`src/rtl/multi_timer.sv`:
```
// multi_timer: NUM_CH independent down-counting timers behind a small byte-addressed
// register bus (CTRL / PRESET / COUNT per channel, one global STATUS register).
// Optional feature macro: MULTI_TIMER_PRESCALE_EN adds the CTRL[15:8] prescaler.
// Without it every counting cycle is a tick and CTRL[15:8] reads 0.
module multi_timer #(
  parameter int NUM_CH = 2,
  parameter int WIDTH  = 32
) (
  input  logic        clk,
  input  logic        reset,
  input  logic [5:0]  ADD_I,
  input  logic        WE_I,
  input  logic [31:0] DAT_I,
  output logic [31:0] DAT_O,
  output logic        IRQ_O
);

  typedef enum logic [1:0] {
    ST_IDLE   = 2'd0,
    ST_LOAD   = 2'd1,
    ST_CNTING = 2'd2,
    ST_INT    = 2'd3
  } state_t;

  localparam logic [1:0] REG_CTRL   = 2'd0;
  localparam logic [1:0] REG_PRESET = 2'd1;
  localparam logic [1:0] REG_COUNT  = 2'd2;
  localparam logic [1:0] REG_STATUS = 2'd3;

  logic [1:0]        sel_ch_s;
  logic [1:0]        sel_reg_s;
  logic [NUM_CH-1:0] wr_ctrl_s;
  logic [NUM_CH-1:0] wr_preset_s;
  logic [NUM_CH-1:0] w1c_s;
  logic [NUM_CH-1:0] expire_s;
  logic [NUM_CH-1:0] im_s;
  logic [NUM_CH-1:0] pending_r;
  logic [31:0]       ctrl_rd_s   [NUM_CH];
  logic [31:0]       preset_rd_s [NUM_CH];
  logic [31:0]       count_rd_s  [NUM_CH];
  logic [31:0]       ctrl_sel_s;
  logic [31:0]       preset_sel_s;
  logic [31:0]       count_sel_s;
  logic [31:0]       status_rd_s;
  logic              unused_s;

  assign sel_ch_s  = ADD_I[5:4];
  assign sel_reg_s = ADD_I[3:2];
  // Byte-lane bits of the address and DAT_I bits beyond the register fields carry no meaning.
  assign unused_s  = ^{DAT_I, ADD_I[1:0]};

  // Per-channel write strobes; channel indices at or beyond NUM_CH never match.
  always_comb begin
    wr_ctrl_s   = '0;
    wr_preset_s = '0;
    for (int i = 0; i < NUM_CH; i++) begin
      if (WE_I && (sel_ch_s == 2'(i))) begin
        wr_ctrl_s[i]   = (sel_reg_s == REG_CTRL);
        wr_preset_s[i] = (sel_reg_s == REG_PRESET);
      end else begin
        wr_ctrl_s[i]   = 1'b0;
        wr_preset_s[i] = 1'b0;
      end
    end
  end

  // STATUS is global: the channel field of the address does not matter.
  assign w1c_s = (WE_I && (sel_reg_s == REG_STATUS)) ? DAT_I[NUM_CH-1:0] : '0;

  // Pending flags: write-one-to-clear, but a simultaneous expiry keeps the bit set.
  always_ff @(posedge clk or negedge reset) begin
    if (!reset) begin
      pending_r <= '0;
    end else begin
      pending_r <= (pending_r & ~w1c_s) | expire_s;
    end
  end

  assign IRQ_O = |(pending_r & im_s);

  for (genvar g = 0; g < NUM_CH; g++) begin : gen_ch
    state_t           state_r;
    logic             en_r;
    logic             im_r;
    logic [1:0]       mode_r;
    logic [7:0]       psc_s;
    logic [WIDTH-1:0] preset_r;
    logic [WIDTH-1:0] count_r;
    logic             tick_s;
    logic             count_le1_s;

    // PRESET=0 falls into the "<=1" case, so it expires on the first tick like PRESET=1.
    assign count_le1_s = (count_r <= {{(WIDTH-1){1'b0}}, 1'b1});

`ifdef MULTI_TIMER_PRESCALE_EN
    logic [7:0] psc_r;
    logic [7:0] psc_cnt_r;

    assign psc_s  = psc_r;
    assign tick_s = (psc_cnt_r == psc_r);

    // Prescale field of CTRL.
    always_ff @(posedge clk or negedge reset) begin
      if (!reset) begin
        psc_r <= 8'd0;
      end else if (wr_ctrl_s[g]) begin
        psc_r <= DAT_I[15:8];
      end
    end

    // Prescale counter: restarts in LOAD, wraps on every tick while counting.
    always_ff @(posedge clk or negedge reset) begin
      if (!reset) begin
        psc_cnt_r <= 8'd0;
      end else if (state_r == ST_LOAD) begin
        psc_cnt_r <= 8'd0;
      end else if (en_r && (state_r == ST_CNTING)) begin
        psc_cnt_r <= tick_s ? 8'd0 : (psc_cnt_r + 8'd1);
      end
    end
`else
    assign psc_s  = 8'd0;
    assign tick_s = 1'b1;
`endif

    assign expire_s[g] = en_r && (state_r == ST_CNTING) && tick_s && count_le1_s;
    assign im_s[g]     = im_r;

    // CTRL enable/mode/IM; a bus write beats the one-shot self-clear of Enable.
    always_ff @(posedge clk or negedge reset) begin
      if (!reset) begin
        en_r   <= 1'b0;
        mode_r <= 2'd0;
        im_r   <= 1'b0;
      end else if (wr_ctrl_s[g]) begin
        en_r   <= DAT_I[0];
        mode_r <= DAT_I[2:1];
        im_r   <= DAT_I[3];
      end else if (en_r && (state_r == ST_INT) && (mode_r == 2'd0)) begin
        en_r   <= 1'b0;
      end
    end

    // PRESET register, truncated to WIDTH; only sampled into COUNT in LOAD.
    always_ff @(posedge clk or negedge reset) begin
      if (!reset) begin
        preset_r <= '0;
      end else if (wr_preset_s[g]) begin
        preset_r <= DAT_I[WIDTH-1:0];
      end
    end

    // Channel FSM and COUNT; dropping Enable parks the FSM in IDLE and freezes COUNT.
    always_ff @(posedge clk or negedge reset) begin
      if (!reset) begin
        state_r <= ST_IDLE;
        count_r <= '0;
      end else if (!en_r) begin
        state_r <= ST_IDLE;
      end else begin
        case (state_r)
          ST_IDLE: begin
            state_r <= ST_LOAD;
          end
          ST_LOAD: begin
            count_r <= preset_r;
            state_r <= ST_CNTING;
          end
          ST_CNTING: begin
            if (tick_s) begin
              if (count_le1_s) begin
                count_r <= '0;
                state_r <= ST_INT;
              end else begin
                count_r <= count_r - {{(WIDTH-1){1'b0}}, 1'b1};
              end
            end
          end
          ST_INT: begin
            state_r <= (mode_r == 2'd0) ? ST_IDLE : ST_LOAD;
          end
          default: begin
            state_r <= ST_IDLE;
          end
        endcase
      end
    end

    assign ctrl_rd_s[g]   = {16'd0, psc_s, 4'd0, im_r, mode_r, en_r};
    assign preset_rd_s[g] = 32'(preset_r);
    assign count_rd_s[g]  = 32'(count_r);
  end

  // Read mux: STATUS for any channel field, otherwise the addressed channel (0 if absent).
  always_comb begin
    ctrl_sel_s   = 32'd0;
    preset_sel_s = 32'd0;
    count_sel_s  = 32'd0;
    status_rd_s  = 32'd0;
    status_rd_s[NUM_CH-1:0] = pending_r;
    for (int i = 0; i < NUM_CH; i++) begin
      ctrl_sel_s   = ctrl_sel_s   | ((sel_ch_s == 2'(i)) ? ctrl_rd_s[i]   : 32'd0);
      preset_sel_s = preset_sel_s | ((sel_ch_s == 2'(i)) ? preset_rd_s[i] : 32'd0);
      count_sel_s  = count_sel_s  | ((sel_ch_s == 2'(i)) ? count_rd_s[i]  : 32'd0);
    end
    case (sel_reg_s)
      REG_CTRL:   DAT_O = ctrl_sel_s;
      REG_PRESET: DAT_O = preset_sel_s;
      REG_COUNT:  DAT_O = count_sel_s;
      REG_STATUS: DAT_O = status_rd_s;
      default:    DAT_O = 32'd0;
    endcase
  end

endmodule

```
`config.mk`:
```
export PLATFORM = sky130hd
export DESIGN_NAME = multi_timer
export DESIGN_NICKNAME = d
export VERILOG_FILES = /design/src/rtl/multi_timer.sv
export SDC_FILE = /design/constraint.sdc
export NUM_CORES = 1
export LEC_CHECK = 0
export CAP_MARGIN = 40
export CELL_PAD_IN_SITES_DETAIL_PLACEMENT = 1
export CELL_PAD_IN_SITES_GLOBAL_PLACEMENT = 1
export CORE_MARGIN = 3
export CORE_UTILIZATION = 45
export CTS_CLUSTER_SIZE = 24
export DETAILED_ROUTE_END_ITERATION = 8
export PLACE_DENSITY = 0.84
export SLEW_MARGIN = 25
export SYNTH_ARGS = -nofsm -noshare
export SYNTH_HDL_FRONTEND = slang
export SYNTH_SLANG_ARGS = --single-unit
export TNS_END_PERCENT = 1
```
`constraint.sdc`:
```
create_clock -name clk -period 6.65 [get_ports clk]
set_input_delay 0.9975 -clock clk [delete_from_list [all_inputs] [get_ports clk]]
set_output_delay 0.9975 -clock clk [all_outputs]
set_load 0.01 [all_outputs]
```
# --- Word level (Yosys, flattened, before mapping) ---
# Cells that the tools add are included.
totals:
  out_inout_bits: 33
  romBits: 0
  regBits: 142
  inputBits: 41
  elab_cells: 88
  memories: 0
  ram_bits: 0
  latchBits: 0
classes:
  reduce_logical: 24
  muxes: 28
  bitwise_logic: 7
  multipliers: 0
  addsub: 2
  n_div: 0
  magnitude_cmp: 2
  eq_ne: 12
  shift: 0
ops:
  columns: ["op", "count"]
  rows:
  - ["2-to-1 mux 32 bit", 6]
  - ["case mux 32 bit (2 select lines)", 2]
  - ["case mux 32 bit (4 select lines)", 1]
  - ["less-or-equal comparator 32 x 1 -> 1 bit, second input constant", 2]
  - ["bitwise OR 32 bit", 2]
  - ["subtractor 32 x 1 -> 32 bit, second input constant", 2]
  - ["case mux 2 bit (4 select lines)", 2]
  - ["== test 2 bit, second input constant", 6]
  - ["zero test 2 bit", 6]
  - ["logical AND 1 bit", 11]
  - ["2-to-1 mux 1 bit", 10]
  - ["2-to-1 mux 2 bit", 5]
  - ["== test 2 x 1 -> 1 bit, second input constant", 4]
  - ["2-to-1 mux 4 bit", 2]
  - ["nonzero test 2 bit", 4]
  - ["!= test 3 bit, second input constant", 2]
  - ["AND 2 bit", 2]
  - ["bitwise OR 4 bit", 1]
  - ["AND reduction 2 bit", 2]
  - ["inverter 2 bit", 1]
  - ["bitwise OR 2 bit", 1]
  - ["OR reduction 2 bit", 1]

# --- Depth between registers and ports, before layout ---
# Gate-level depths: netlist of the first run.
depth:
  word_depth: 6
  ltp_mapped: 8
  mapped_depth_nobuf: 7

# --- Worst setup path after synthesis of the first run ---
# Ideal clock, no wire load.
synth_timing:
  path_type: "input port to output port"
  startpoint: "in ADD_I[4]"
  endpoint: "out DAT_O[11]"
  path_stages: 5
  n_path_buf: 3
  required_time_ns: 5.653
  arrival_ns: 2.592
  setup_slack_ns: 3.060
  path_cell_list: "clkbuf_1 -> buf_1 -> buf_1 -> mux2i_1 -> o22ai_1"
synth_between:
  elab_chain_cells: 4
  elab_cells_between_ends: 9
  classes_between: "1 x eq/ne; 5 x mux; 2 x bitwise; 1 x reduce/logical"
synth_lines:
  columns: ["element", "line_no", "rtl"]
  rows:
  - ["start: declaration", "11", "input logic [5:0] ADD_I,"]
  - ["== test 2 x 1 -> 1 bit or zero test 2 bit (tied branches)", "203, 204", null]
  - ["2-to-1 mux 32 bit, on equally long branches", "204, 203", null]
  - ["bitwise OR 32 bit, on equally long branches", "204, 203", null]
  - ["case mux 32 bit (4 select lines) (*)", "206", "case (sel_reg_s)"]
  - ["end: declaration", "14", "output logic [31:0] DAT_O,"]
# Every way passes the cells marked *; elsewhere a longest branch is shown, timed or not.

# --- Final worst setup path of the first run ---
layout_timing:
  startpoint: "in ADD_I[2]"
  endpoint: "out DAT_O[7]"
layout_between:
  elab_chain_cells: 2
  elab_cells_between_ends: 5
  classes_between: "3 x eq/ne; 1 x mux; 1 x reduce/logical"
layout_lines:
  columns: ["element", "line_no"]
  rows:
  - ["== test 2 bit (tied with other cells)", "206"]
  - ["case mux 32 bit (4 select lines) (*)", "206"]
# Marked as above.

==> flow_metrics.env, run 1 <==
export IMPL_numCtsBuffers=17
export IMPL_rsz0062_at_grt="false"
export IMPL_cts_buffer_depth=2
export IMPL_status="complete, no violations"
export IMPL_ys_flop_type="dfrtp_1"
export IMPL_slowest_delay_ns=0.73
export IMPL_start_util_pct=46.6
export IMPL_yosysTopAreaCellShare_pct=41.9
export IMPL_critical_path_top_delay_family="buffers and inverters"
export IMPL_cp_num_buf_inv=3
export IMPL_fmax_ghz=0.233
export IMPL_gr_total_overflow=0
export IMPL_root_buffer="clkbuf_16"
export IMPL_gp_congestion=0.920
export IMPL_min_path_type="reg2reg"
export IMPL_synth_commonest_cells="dfrtp_1 (142), mux2_2 (70), mux2i_1 (63), clkbuf_1 (47), nor2_1 (45)"
export IMPL_synth_seq_cells=142
export IMPL_clk_pin_slew_ns=0.06
export IMPL_cts_setup_buffers=0
export IMPL_syn_num_nets=903
export IMPL_worst_slew_pin_slew_ns=0.816
export IMPL_antenna_found_initial=0
export IMPL_pre_cts_ws_ns=2.44
export IMPL_setup_tns_ns=0
export IMPL_drt_antenna_violating_nets=0
export IMPL_ios=74
export IMPL_drv_cap=0
export IMPL_vias=7815
export IMPL_rows=49
export IMPL_vias_per_cell=6.84
export IMPL_synth_cell_types=68
export IMPL_synth_edf_count=0
export IMPL_first_global_vias=8120
export IMPL_drive_gt1_share_pct=15.7
export IMPL_fp_dieArea_sq_um=20500
export IMPL_finish_utilization_pct=55.2
export IMPL_port_buffers=71
export IMPL_cp_arrival_ns=3.29
export IMPL_postCtsHoldBufs=0
export IMPL_dpl_hpwl_um=20900
export IMPL_cp_cell_sequence="clkdlybuf4s50_1 > nor2_1 > nand2_1 > buf_4 > o22ai_1 > clkdlybuf4s50_1"
export IMPL_final_min_clock_period_ns=4.28
export IMPL_cts_tree="built"
export IMPL_critPathMostFrequentCell="clkdlybuf4s50_1"
export IMPL_synth_area_sq_um=8480
export IMPL_syn_inst=852
export IMPL_final_nets=952
export IMPL_cp_slowest_cell="clkdlybuf4s50_1"
export IMPL_ctsResizeCount=0
export IMPL_cp_start_kind="input port"
export IMPL_grt_max_degree=72
export IMPL_finalHoldViolCount=0
export IMPL_cts_htree_levels=4
export IMPL_synth_area_top_cells="dfrtp_1 (42%), mux2_2 (9.3%), mux2i_1 (7.4%)"
export IMPL_endpoint_kind="output pin"
export IMPL_slew_viol_final=0
export IMPL_die_h_um=143
export IMPL_synth_area_per_cell_sq_um=9.95
export IMPL_num_antenna_cells=0
export IMPL_synth_top_area_cell="dfrtp_1"
export IMPL_seq_area_frac_synth_pct=41.9
export IMPL_track_usage_pct=30.6
export IMPL_slew_limit_headroom_pct=45.5
export IMPL_synth_most_common_cell="dfrtp_1"
export IMPL_grt_pass1_wl_um=47800
export IMPL_crit_type="in2out"
export IMPL_post_drt_wl_per_cell_um=26.8
export IMPL_ir_drop_mv=0.220
export IMPL_drtPass1Iterations=5
export IMPL_fin_skew_ns=0.00835
export IMPL_setup_slack_ns=2.37
export IMPL_synthArstFlopShare_pct=100
export IMPL_drc_errors=0
export IMPL_cp_data_required_time_ns=5.65
export IMPL_powerDensity_nw_per_um2=428
export IMPL_leakage_nw=4.11
export IMPL_clkSinkCount=142
export IMPL_die_w_um=143
export IMPL_clock_latency_ns=0.43
export IMPL_syn_to_final_growth_pct=18.5
export IMPL_drtIter0Drc=829
export IMPL_routed_wirelength_um=30600
export IMPL_synth_warnings=0
export IMPL_coreArea_sq_um=18200
export IMPL_fin_crit_sh_pct=64.4
export IMPL_path_max_fanout=28
export IMPL_finalSetupViolCount=0
==> registers in the layout, indices dropped and copies added (netlist names) <==
register,cells
gen_ch.count_r,64
gen_ch.state_r,4
gen_ch.mode_r,4
gen_ch.im_r,2
gen_ch.preset_r,64
pending_r,2
gen_ch.en_r,2
==> through the flow <==
step | std cells | hold WS (ns) | area, sq um | power [mW]
floorplan | 852 | 0.465 | 8480 | 2.57
global placement | 1103 | 0.505 | 9350 | 3.10
detailed placement | 1107 | 0.506 | 9410 | 3.20
CTS | 1138 | 0.520 | 10000 | 4.26
global route | 1142 | 0.561 | 10100 | 4.54
finish | 1142 | 0.530 | 10100 | 4.30
==> where the power goes <==
| group | switching (mW) | internal (mW) |
|---|---|---|
| logic | 0.970 | 0.696 |
| registers | 0.465 | 1.14 |
| clock network | 0.399 | 0.627 |
==> cell type report <==
class | count | area (sq um)
clock buffers | 18 | 429
well taps | 229 | 287
fillers | 1985 | 8160
clock inverters | 13 | 190
multi-input cells | 620 | 4600
inverters | 27 | 101
flip-flops and latches | 142 | 3550
repair buffers | 93 | 888
==> routing by layer <==
metal / global-route usage, % / part of all wire (%) / vias to the layer above
li1: - / - / 3402
met1: 38.9 / 41 / 3952
met2: 49.3 / 47 / 373
met3: 6.90 / 6.9 / 88
met4: 14.9 / 5.2 / 0
met5: 0 / 0 / -
==> worst reg2reg max path: stages (launching register included) <==
cell,delay (ns)
dfrtp_1,0.45
nor3_1,0.65
nand4_1,0.54
o41ai_4,0.76
buf_4,0.43
nor3_1,0.16
a221o_1,0.39
==> cell families (layout without fill, tap and decap cells) <==
kind of cell | Yosys count | in the layout | share of synthesized area [%]
flops | 142 | 142 | 41.9
fa+ha+maj | 10 | 10 | 1.48
mux | 136 | 136 | 17.5
simple gates | 235 | 235 | 14.8
buf+inv | 90 | 151 | 4.32
compound gates | 239 | 239 | 19.9
==> placed cells by master, fill, tap and decap left out, types with 5 or more instances in the layout <==
cell / synthesis / routed
a21oi_1: 24 / 24
o2bb2ai_1: 15 / 15
and3_1: 11 / 11
nor2_1: 45 / 45
nand4_1: 15 / 15
a22oi_1: 16 / 16
a22o_1: 33 / 33
a32oi_1: 6 / 6
o211ai_1: 10 / 10
o21ai_1: 14 / 14
nor4_1: 19 / 19
o32ai_1: 5 / 5
mux2_2: 70 / 70
buf_4: 2 / 15
mux2i_1: 63 / 63
clkdlybuf4s50_1: 0 / 69
o22ai_1: 37 / 37
nor3_1: 36 / 36
inv_1: 27 / 27
dfrtp_1: 142 / 142
nand2_1: 41 / 41
ha_1: 10 / 10
or4_1: 13 / 13
nand3_1: 16 / 16
o21ai_0: 37 / 37
or3_1: 12 / 12
clkbuf_16: 0 / 17
==> final timing paths <==
path	startpoint	endpoint	slack [ns]	depth (start not counted)
max in group asynchronous	reset	gen_ch[1].count_r[23]$_DFFE_PN0P_	4.82	3
setup reg to reg	gen_ch[0].count_r[8]$_DFFE_PN0P_	gen_ch[0].count_r[25]$_DFFE_PN0P_	3.16	6
hold reg to reg	gen_ch[1].preset_r[30]$_DFFE_PN0P_	gen_ch[1].count_r[30]$_DFFE_PN0P_	0.53	2
setup / recovery	ADD_I[2]	DAT_O[7]	2.37	6
hold / removal	gen_ch[1].preset_r[30]$_DFFE_PN0P_	gen_ch[1].count_r[30]$_DFFE_PN0P_	0.53	2
min in group asynchronous	reset	gen_ch[1].en_r$_DFFE_PN0P_	0.56	1
Power figures use the tool's default switching activity.
==> inputs of run 2 (changes only) <==
Clock period 6.65 ns to 3.98 ns, I/O delays scaled along.
==> flow_metrics.env, run 2 (synthesized netlist as in run 1, its figures left out) <==
export IMPL_status="complete, no violations"
export IMPL_fmax_ghz=0.290
export IMPL_rows=49
export IMPL_port_buffers=71
export IMPL_drt_antenna_violating_nets=0
export IMPL_fp_dieArea_sq_um=20500
export IMPL_r2r_cells=6
export IMPL_final_cell_mix="dfrtp_1 (142), mux2_2 (70), clkdlybuf4s50_1 (69), mux2i_1 (63), nor2_1 (45)"
export IMPL_crit_type="in2out"
export IMPL_cts_setup_buffers=0
export IMPL_slowest_delay_ns=0.61
export IMPL_path_max_fanout=29
export IMPL_slew_limit_headroom_pct=41.9
export IMPL_coreArea_sq_um=18200
export IMPL_switching_share_pct=43.4
export IMPL_grt_met3_usage_pct=5.32
export IMPL_first_global_vias=8026
export IMPL_grt_max_degree=84
export IMPL_top_regs="gen_ch.count_r (64), gen_ch.preset_r (64)"
export IMPL_finalSetupViolCount=0
export IMPL_fillers=1981
export IMPL_syn_to_final_growth_pct=19.0
export IMPL_slew_viol_final=0
export IMPL_worst_slew_pin_slew_ns=0.863
export IMPL_cts_tree="built"
export IMPL_layout_commonest_cell="dfrtp_1"
export IMPL_gr_total_overflow=0
export IMPL_powerDensity_nw_per_um2=706
export IMPL_finish_utilization_pct=55.4
export IMPL_post_drt_wl_per_cell_um=26.8
export IMPL_endpoint_kind="output pin"
export IMPL_vias=7819
export IMPL_root_buffer="clkbuf_16"
export IMPL_clock_latency_ns=0.44
export IMPL_routed_wirelength_um=30900
export IMPL_fin_skew_ns=0.0110
export IMPL_num_antenna_cells=0
export IMPL_antenna_found_initial=0
export IMPL_drv_cap=0
export IMPL_clk_pin_slew_ns=0.06
export IMPL_pre_cts_ws_ns=0.616
export IMPL_start_util_pct=46.6
export IMPL_p_switching_mw=3.09
export IMPL_power_total_mw=7.12
export IMPL_dpl_hpwl_um=21300
export IMPL_fin_crit_sh_pct=86.6
export IMPL_critPathMostFrequentCell="clkdlybuf4s50_1"
export IMPL_clkSinkCount=142
export IMPL_final_nets=959
export IMPL_dpl_cell_area_sq_um=9470
export IMPL_clock_power_share_pct=22.6
export IMPL_cts_buffer_depth=2
export IMPL_p_int_mw=4.03
export IMPL_grt_pass1_wl_um=47500
export IMPL_cp_cell_sequence="clkdlybuf4s50_1 > nor2_1 > nand2_1 > buf_4 > o22ai_1 > clkdlybuf4s50_1"
export IMPL_cts_htree_levels=4
export IMPL_ctsResizeCount=0
export IMPL_drive_gt1_share_pct=16.2
export IMPL_setup_slack_ns=0.532
export IMPL_track_usage_pct=30.3
export IMPL_cp_start_kind="input port"
export IMPL_vias_per_cell=6.80
export IMPL_rsz0062_at_grt="false"
export IMPL_cp_data_required_time_ns=3.38
export IMPL_die_h_um=143
export IMPL_final_min_clock_period_ns=3.45
export IMPL_p_comb_share_pct=39.7
export IMPL_cp_arrival_ns=2.85
export IMPL_gp_congestion=0.933
export IMPL_drc_errors=0
export IMPL_drtPass1Iterations=6
export IMPL_finalHoldViolCount=0
export IMPL_setup_tns_ns=0
export IMPL_drtIter0Drc=846
export IMPL_cp_slowest_cell="clkdlybuf4s50_1"
export IMPL_ios=74
export IMPL_min_path_type="reg2reg"
export IMPL_numCtsBuffers=17
export IMPL_holdPathStages=2
export IMPL_die_w_um=143
export IMPL_fin_area_sq_um=10100
export IMPL_ir_drop_mv=0.399
export IMPL_leakage_nw=4.13
export IMPL_met2_usage_pct=50.7
export IMPL_grt_busiest_layer="met2"
export IMPL_p_seq_share_pct=37.6
export IMPL_use_met1_pct=40.1
## run 2: power groups by stage
stage	clock network (mW)	logic [mW]	registers [mW]
after floorplan	0	2.01	2.28
after CTS	1.63	2.77	2.66
final	1.61	2.83	2.68
after detailed placement	0	2.72	2.66
after global routing	1.70	3.07	2.73
after global placement	0	2.60	2.64
## run 2: per-layer routing
metal | up-vias | routed length [um]
met5 | - | 0
met4 | 0 | 916
met1 | 4024 | 13300
met2 | 336 | 14900
met3 | 58 | 1780
li1 | 3401 | -
## run 2: what timing repair did
| action | in CTS | in global routing |
|---|---|---|
| hold buffers | 0 | 1 |
| endpoints found under the setup margin | 0 | 0 |
| endpoints found under the hold margin | 0 | 12 |
## run 2: path summary, 6_finish.rpt
check                                                   start                            endpoint  slack [ns]
hold reg to reg            gen_ch[1].preset_r[30]$_DFFE_PN0P_   gen_ch[1].count_r[30]$_DFFE_PN0P_        0.52
max in group asynchronous                               reset  gen_ch[0].preset_r[30]$_DFFE_PN0P_        2.81
hold / removal             gen_ch[1].preset_r[30]$_DFFE_PN0P_   gen_ch[1].count_r[30]$_DFFE_PN0P_        0.52
setup reg to reg             gen_ch[0].count_r[8]$_DFFE_PN0P_   gen_ch[0].count_r[25]$_DFFE_PN0P_        0.85
setup / recovery                                     ADD_I[3]                            DAT_O[7]        0.53
min in group asynchronous                               reset          gen_ch[1].en_r$_DFFE_PN0P_        0.57
## run 2: critical path, delay by kind of cell
family / cells / cell delay (ns)
buffers and inverters: 3 / 1.45
AND/OR/NAND/NOR: 2 / 0.43
AO/OA/AOI/OAI: 1 / 0.35
## run 2: final cells by class
| class | count | area (sq um) | share of cell area [%] |
|---|---|---|---|
| Multi-Input combinational cell | 620 | 4590 | 45.5 |
| Timing Repair Buffer | 100 | 977 | 9.68 |
| Clock inverter | 12 | 136 | 1.35 |
| Tap cell | 229 | 287 | 2.84 |
| Sequential cell | 142 | 3550 | 35.2 |
| Inverter | 27 | 101 | 1.00 |
| Clock buffer | 20 | 447 | 4.43 |
## run 2: per-stage QoR
step | hold slack [ns] | std cells
finish | 0.519 | 1150
CTS | 0.249 | 1147
global route | 0.549 | 1150
detailed placement | 0.514 | 1115
floorplan | 0.301 | 852
global placement | 0.500 | 1113
==> inputs of run 3 (changes only) <==
Settings changed: CTS_CLUSTER_SIZE 24 to unset.
Clock period 3.98 ns to 3.9 ns, I/O delays scaled along.
==> flow_metrics.env, run 3 (synthesized netlist as in run 1, its figures left out) <==
export IMPL_cp_arrival_ns=2.81
export IMPL_endpoint_kind="output pin"
export IMPL_vias=7843
export IMPL_layout_commonest_cell="dfrtp_1"
export IMPL_postCtsHoldBufs=0
export IMPL_fin_crit_sh_pct=87.1
export IMPL_p_switching_mw=3.15
export IMPL_drive_gt1_share_pct=15.7
export IMPL_worst_slew_pin_slew_ns=0.857
export IMPL_crit_type="in2out"
export IMPL_path_max_fanout=29
export IMPL_cts_buffer_depth=2
export IMPL_drv_cap=0
export IMPL_p_int_mw=4.08
export IMPL_drtIter0Drc=810
export IMPL_drtPass1Iterations=5
export IMPL_gr_total_overflow=0
export IMPL_cp_slowest_cell="clkdlybuf4s50_1"
export IMPL_p_comb_share_pct=39.7
export IMPL_min_path_type="in2async"
export IMPL_num_antenna_cells=0
export IMPL_numCtsBuffers=17
export IMPL_post_drt_wl_per_cell_um=27.0
export IMPL_clk_pin_slew_ns=0.06
export IMPL_syn_to_final_growth_pct=18.4
export IMPL_fin_skew_ns=0.0111
export IMPL_drc_errors=0
export IMPL_dpl_hpwl_um=21200
export IMPL_finalHoldViolCount=0
export IMPL_top_regs="gen_ch.count_r (64), gen_ch.preset_r (64)"
export IMPL_grt_max_degree=65
export IMPL_ir_drop_mv=0.384
export IMPL_grt_pass1_wl_um=48100
export IMPL_pre_cts_ws_ns=0.557
export IMPL_fmax_ghz=0.294
export IMPL_die_h_um=143
export IMPL_cts_htree_levels=4
export IMPL_gp_congestion=0.948
export IMPL_vias_per_cell=6.86
export IMPL_die_w_um=143
export IMPL_slew_viol_final=0
export IMPL_leakage_nw=4.11
export IMPL_clock_power_share_pct=22.5
export IMPL_clkSinkCount=142
export IMPL_cp_start_kind="input port"
export IMPL_fp_dieArea_sq_um=20500
export IMPL_root_buffer="clkbuf_16"
export IMPL_powerDensity_nw_per_um2=720
export IMPL_p_seq_share_pct=37.8
export IMPL_port_buffers=71
export IMPL_setup_slack_ns=0.503
export IMPL_setup_tns_ns=0
export IMPL_start_util_pct=46.6
export IMPL_cp_data_required_time_ns=3.31
export IMPL_drt_antenna_violating_nets=0
export IMPL_finalSetupViolCount=0
export IMPL_slew_limit_headroom_pct=42.3
export IMPL_status="complete, no violations"
export IMPL_final_cell_mix="dfrtp_1 (142), mux2_2 (70), clkdlybuf4s50_1 (69), mux2i_1 (63), nor2_1 (45)"
export IMPL_rows=49
export IMPL_ctsResizeCount=0
export IMPL_critPathMostFrequentCell="clkdlybuf4s50_1"
export IMPL_cp_cell_sequence="clkdlybuf4s50_1 > nor2_1 > nand2_1 > buf_4 > o22ai_1 > clkdlybuf4s50_1"
export IMPL_critical_path_top_delay_family="buffers and inverters"
export IMPL_clock_latency_ns=0.44
export IMPL_switching_share_pct=43.5
export IMPL_cp_num_buf_inv=3
export IMPL_routed_wirelength_um=30800
export IMPL_antenna_found_initial=1
export IMPL_rsz0062_at_grt="false"
export IMPL_coreArea_sq_um=18200
export IMPL_final_min_clock_period_ns=3.40
export IMPL_slowest_delay_ns=0.60
export IMPL_ios=74
export IMPL_final_nets=954
export IMPL_track_usage_pct=31.0
export IMPL_first_global_vias=8127
export IMPL_cts_setup_buffers=0
export IMPL_cts_tree="built"
==> run 3: layout make-up <==
type	instances	area [sq um]
Clock buffer	19	433
Clock inverter	12	139
Fill cell	1962	8170
Inverter	27	101
Multi-Input combinational cell	620	4590
Sequential cell	142	3550
Tap cell	229	287
Timing Repair Buffer	95	940
==> run 3: power groups by stage <==
stage          Combinational (mW)  Sequential (mW)  Clock [mW]
2_1_floorplan                2.05             2.33           0
3_3_place_gp                 2.63             2.68           0
3_5_place_dp                 2.75             2.72           0
4_1_cts                      2.82             2.71        1.64
5_1_grt                      3.12             2.79        1.72
6_report                     2.87             2.73        1.63
==> run 3: worst paths after layout <==
check | startpoint | end | slack [ns] | depth (start not counted)
min in group clk | gen_ch[1].preset_r[30]$_DFFE_PN0P_ | gen_ch[1].count_r[30]$_DFFE_PN0P_ | 0.53 | 2
worst min register to register | gen_ch[1].preset_r[30]$_DFFE_PN0P_ | gen_ch[1].count_r[30]$_DFFE_PN0P_ | 0.53 | 2
worst max-delay path | ADD_I[3] | DAT_O[5] | 0.50 | 6
worst min-delay path | reset | gen_ch[0].en_r$_DFFE_PN0P_ | 0.05 | 1
max in group asynchronous | reset | gen_ch[1].count_r[15]$_DFFE_PN0P_ | 3.16 | 2
worst max register to register | gen_ch[1].count_r[13]$_DFFE_PN0P_ | gen_ch[1].count_r[2]$_DFFE_PN0P_ | 0.85 | 6
==> run 3: per-layer routing <==
metal / GRT usage [%] / up-vias / wire length (um)
met2: 50.9 / 391 / 14900
li1: - / 3391 / -
met3: 5.93 / 86 / 2010
met5: 0 / - / 12
met1: 39.8 / 3973 / 12500
met4: 14.3 / 2 / 1470
==> run 3: stage by stage <==
stage / cell area [sq um] / total power, mW / std cells / hold slack (ns) / util [%]
2_1_floorplan: 8480 / 4.38 / 852 / 0.289 / -
3_3_place_gp: 9420 / 5.31 / 1109 / 0.514 / 51.7
3_5_place_dp: 9460 / 5.47 / 1112 / 0.520 / 52.0
4_1_cts: 10000 / 7.17 / 1143 / 0.0500 / 55.1
5_1_grt: 10000 / 7.63 / 1144 / 0.0617 / 55.2
6_report: 10000 / 7.23 / 1144 / 0.0503 / 55.2
==> RTL edit (flow settings as in run 2) <==
Add a define of `MULTI_TIMER_PRESCALE_EN`.
--- a/src/rtl/multi_timer.sv
+++ b/src/rtl/multi_timer.sv
@@ -3,4 +3,6 @@
 // Optional feature macro: MULTI_TIMER_PRESCALE_EN adds the CTRL[15:8] prescaler.
 // Without it every counting cycle is a tick and CTRL[15:8] reads 0.
+`define MULTI_TIMER_PRESCALE_EN
+
 module multi_timer #(
   parameter int NUM_CH = 2,
Formal check against the unedited RTL: not equivalent (a bounded check fails within 4 cycles, from zero or initial values and one cycle with reset low).
==> RTL edit against run 2 <==
Non-clock buffer count is 4 higher. Count of clock-buffer cells in the layout is 3 lower. Sequential cell count is 32 higher. Total power up 7.3%. Clock power is 4% higher. Wire length rose by 18%. Register-to-register slack improved by 0.13 ns. Synthesized area up 22%. Critical path depth is the same. Worst setup slack worse by 0.28 ns. Final area is 19% higher.
==> RTL edit: results (changes against run 2) <==
metric;value;unit;change
outcome;completed;;unchanged
fin_crit_sh;93.7;%;was 86.6%
place.detailed.hpwl;25700;um;was 21300 um
r2r_end;gen_ch[0].count_r[27]$_DFFE_PN0P_;;was gen_ch[0].count_r[25]$_DFFE_PN0P_
vias;9353;;was 7819
dr_wl_met3;2590;um;was 1780 um
syn_inst;1049;;was 852
wl_met2;17300;um;was 14900 um
design.seq.count;174;;was 142
clkCellAreaFrac;4.76;%;was 5.78%
gr-usage-met2;48.7;%;was 50.7%
hold_class;in -> async;;was reg -> reg
rr_startpoint;gen_ch[0].count_r[17]$_DFFE_PN0P_;;was gen_ch[0].count_r[8]$_DFFE_PN0P_
worstPathMaxFanout;11;;was 29
rrSetupSlack;0.98;ns;was 0.85 ns
pre_cts_slack;0.381;ns;was 0.616 ns
synth_top_cells_by_count;dfrtp_1, mux2_2, nand2_1;;was dfrtp_1, mux2_2, mux2i_1
cp-endpoint;DAT_O[15];;was DAT_O[7]
multiInputGateArea;5590;um^2;was 4590 um^2
use_met3;5.44;%;was 5.32%
inverters;43;;was 27
grt_usage;29.9;%;was 30.3%
dpl_cell_area;11500;um^2;was 9470 um^2
syn-num-nets;1104;;was 903
startpoint;ADD_I[5];;was ADD_I[3]
slew_headroom;44.6;%;was 41.9%
powerDensity;634;nW/um^2;was 706 nW/um^2
final_nets;1153;;was 959
synth_area_leaders;dfrtp_1, mux2_2, mux2i_1;;unchanged
via_per_inst;6.73;;was 6.80
comb.multi_input.count;758;;was 620
RTL edit: cell types whose count changed after synthesis, moves of 10 or more:
cell      before  now
nand2_1       41   78
dfrtp_1      142  174
mux2_2        70   93
xor2_1         0   18
inv_1         27   42
nand3_1       16   30
o21ai_1       14    0
a22o_1        33   20
a21oi_1       24   36
clkbuf_1      47   59
o21ai_0       37   47
RTL edit: how the worst min path moves through the flow:
stage,start,end,cells past startpoint
finish,reset,gen_ch[1].preset_r[5]$_DFFE_PN0P_,1
global route,reset,gen_ch[0].state_r[0]$_DFFE_PN0P_,1
CTS,reset,gen_ch[0].state_r[0]$_DFFE_PN0P_,1
detailed placement,gen_ch[1].mode_r[1]$_DFFE_PN0P_,gen_ch[1].mode_r[1]$_DFFE_PN0P_,1
global placement,gen_ch[1].mode_r[1]$_DFFE_PN0P_,gen_ch[1].mode_r[1]$_DFFE_PN0P_,1
floorplan,reset,gen_ch[0].count_r[0]$_DFFE_PN0P_,0
RTL edit: kinds of logic after synthesis:
| group | count (synthesis) | synth area share (%) |
|---|---|---|
| compound gates | 285 | 19.4 |
| xor+xnor | 19 | 1.61 |
| fa+ha+maj | 14 | 1.69 |
| buf+inv | 117 | 4.42 |
| flops | 174 | 42.0 |
| mux | 155 | 16.3 |
| simple gates | 285 | 14.5 |
RTL edit: power by group:
part           total [uW]  internal (uW)  switching [uW]
Clock                1670            835             832
Sequential           3090           2280             815
Combinational        2880           1210            1670
RTL edit: worst register-to-register path, cell delays in order, from the launching register on:
cell      delay (ns)
dfrtp_1         0.44
nor4_1          0.60
nand4b_2        0.44
o31ai_2         0.60
buf_4           0.33
o21ai_0         0.14
a221o_1         0.33
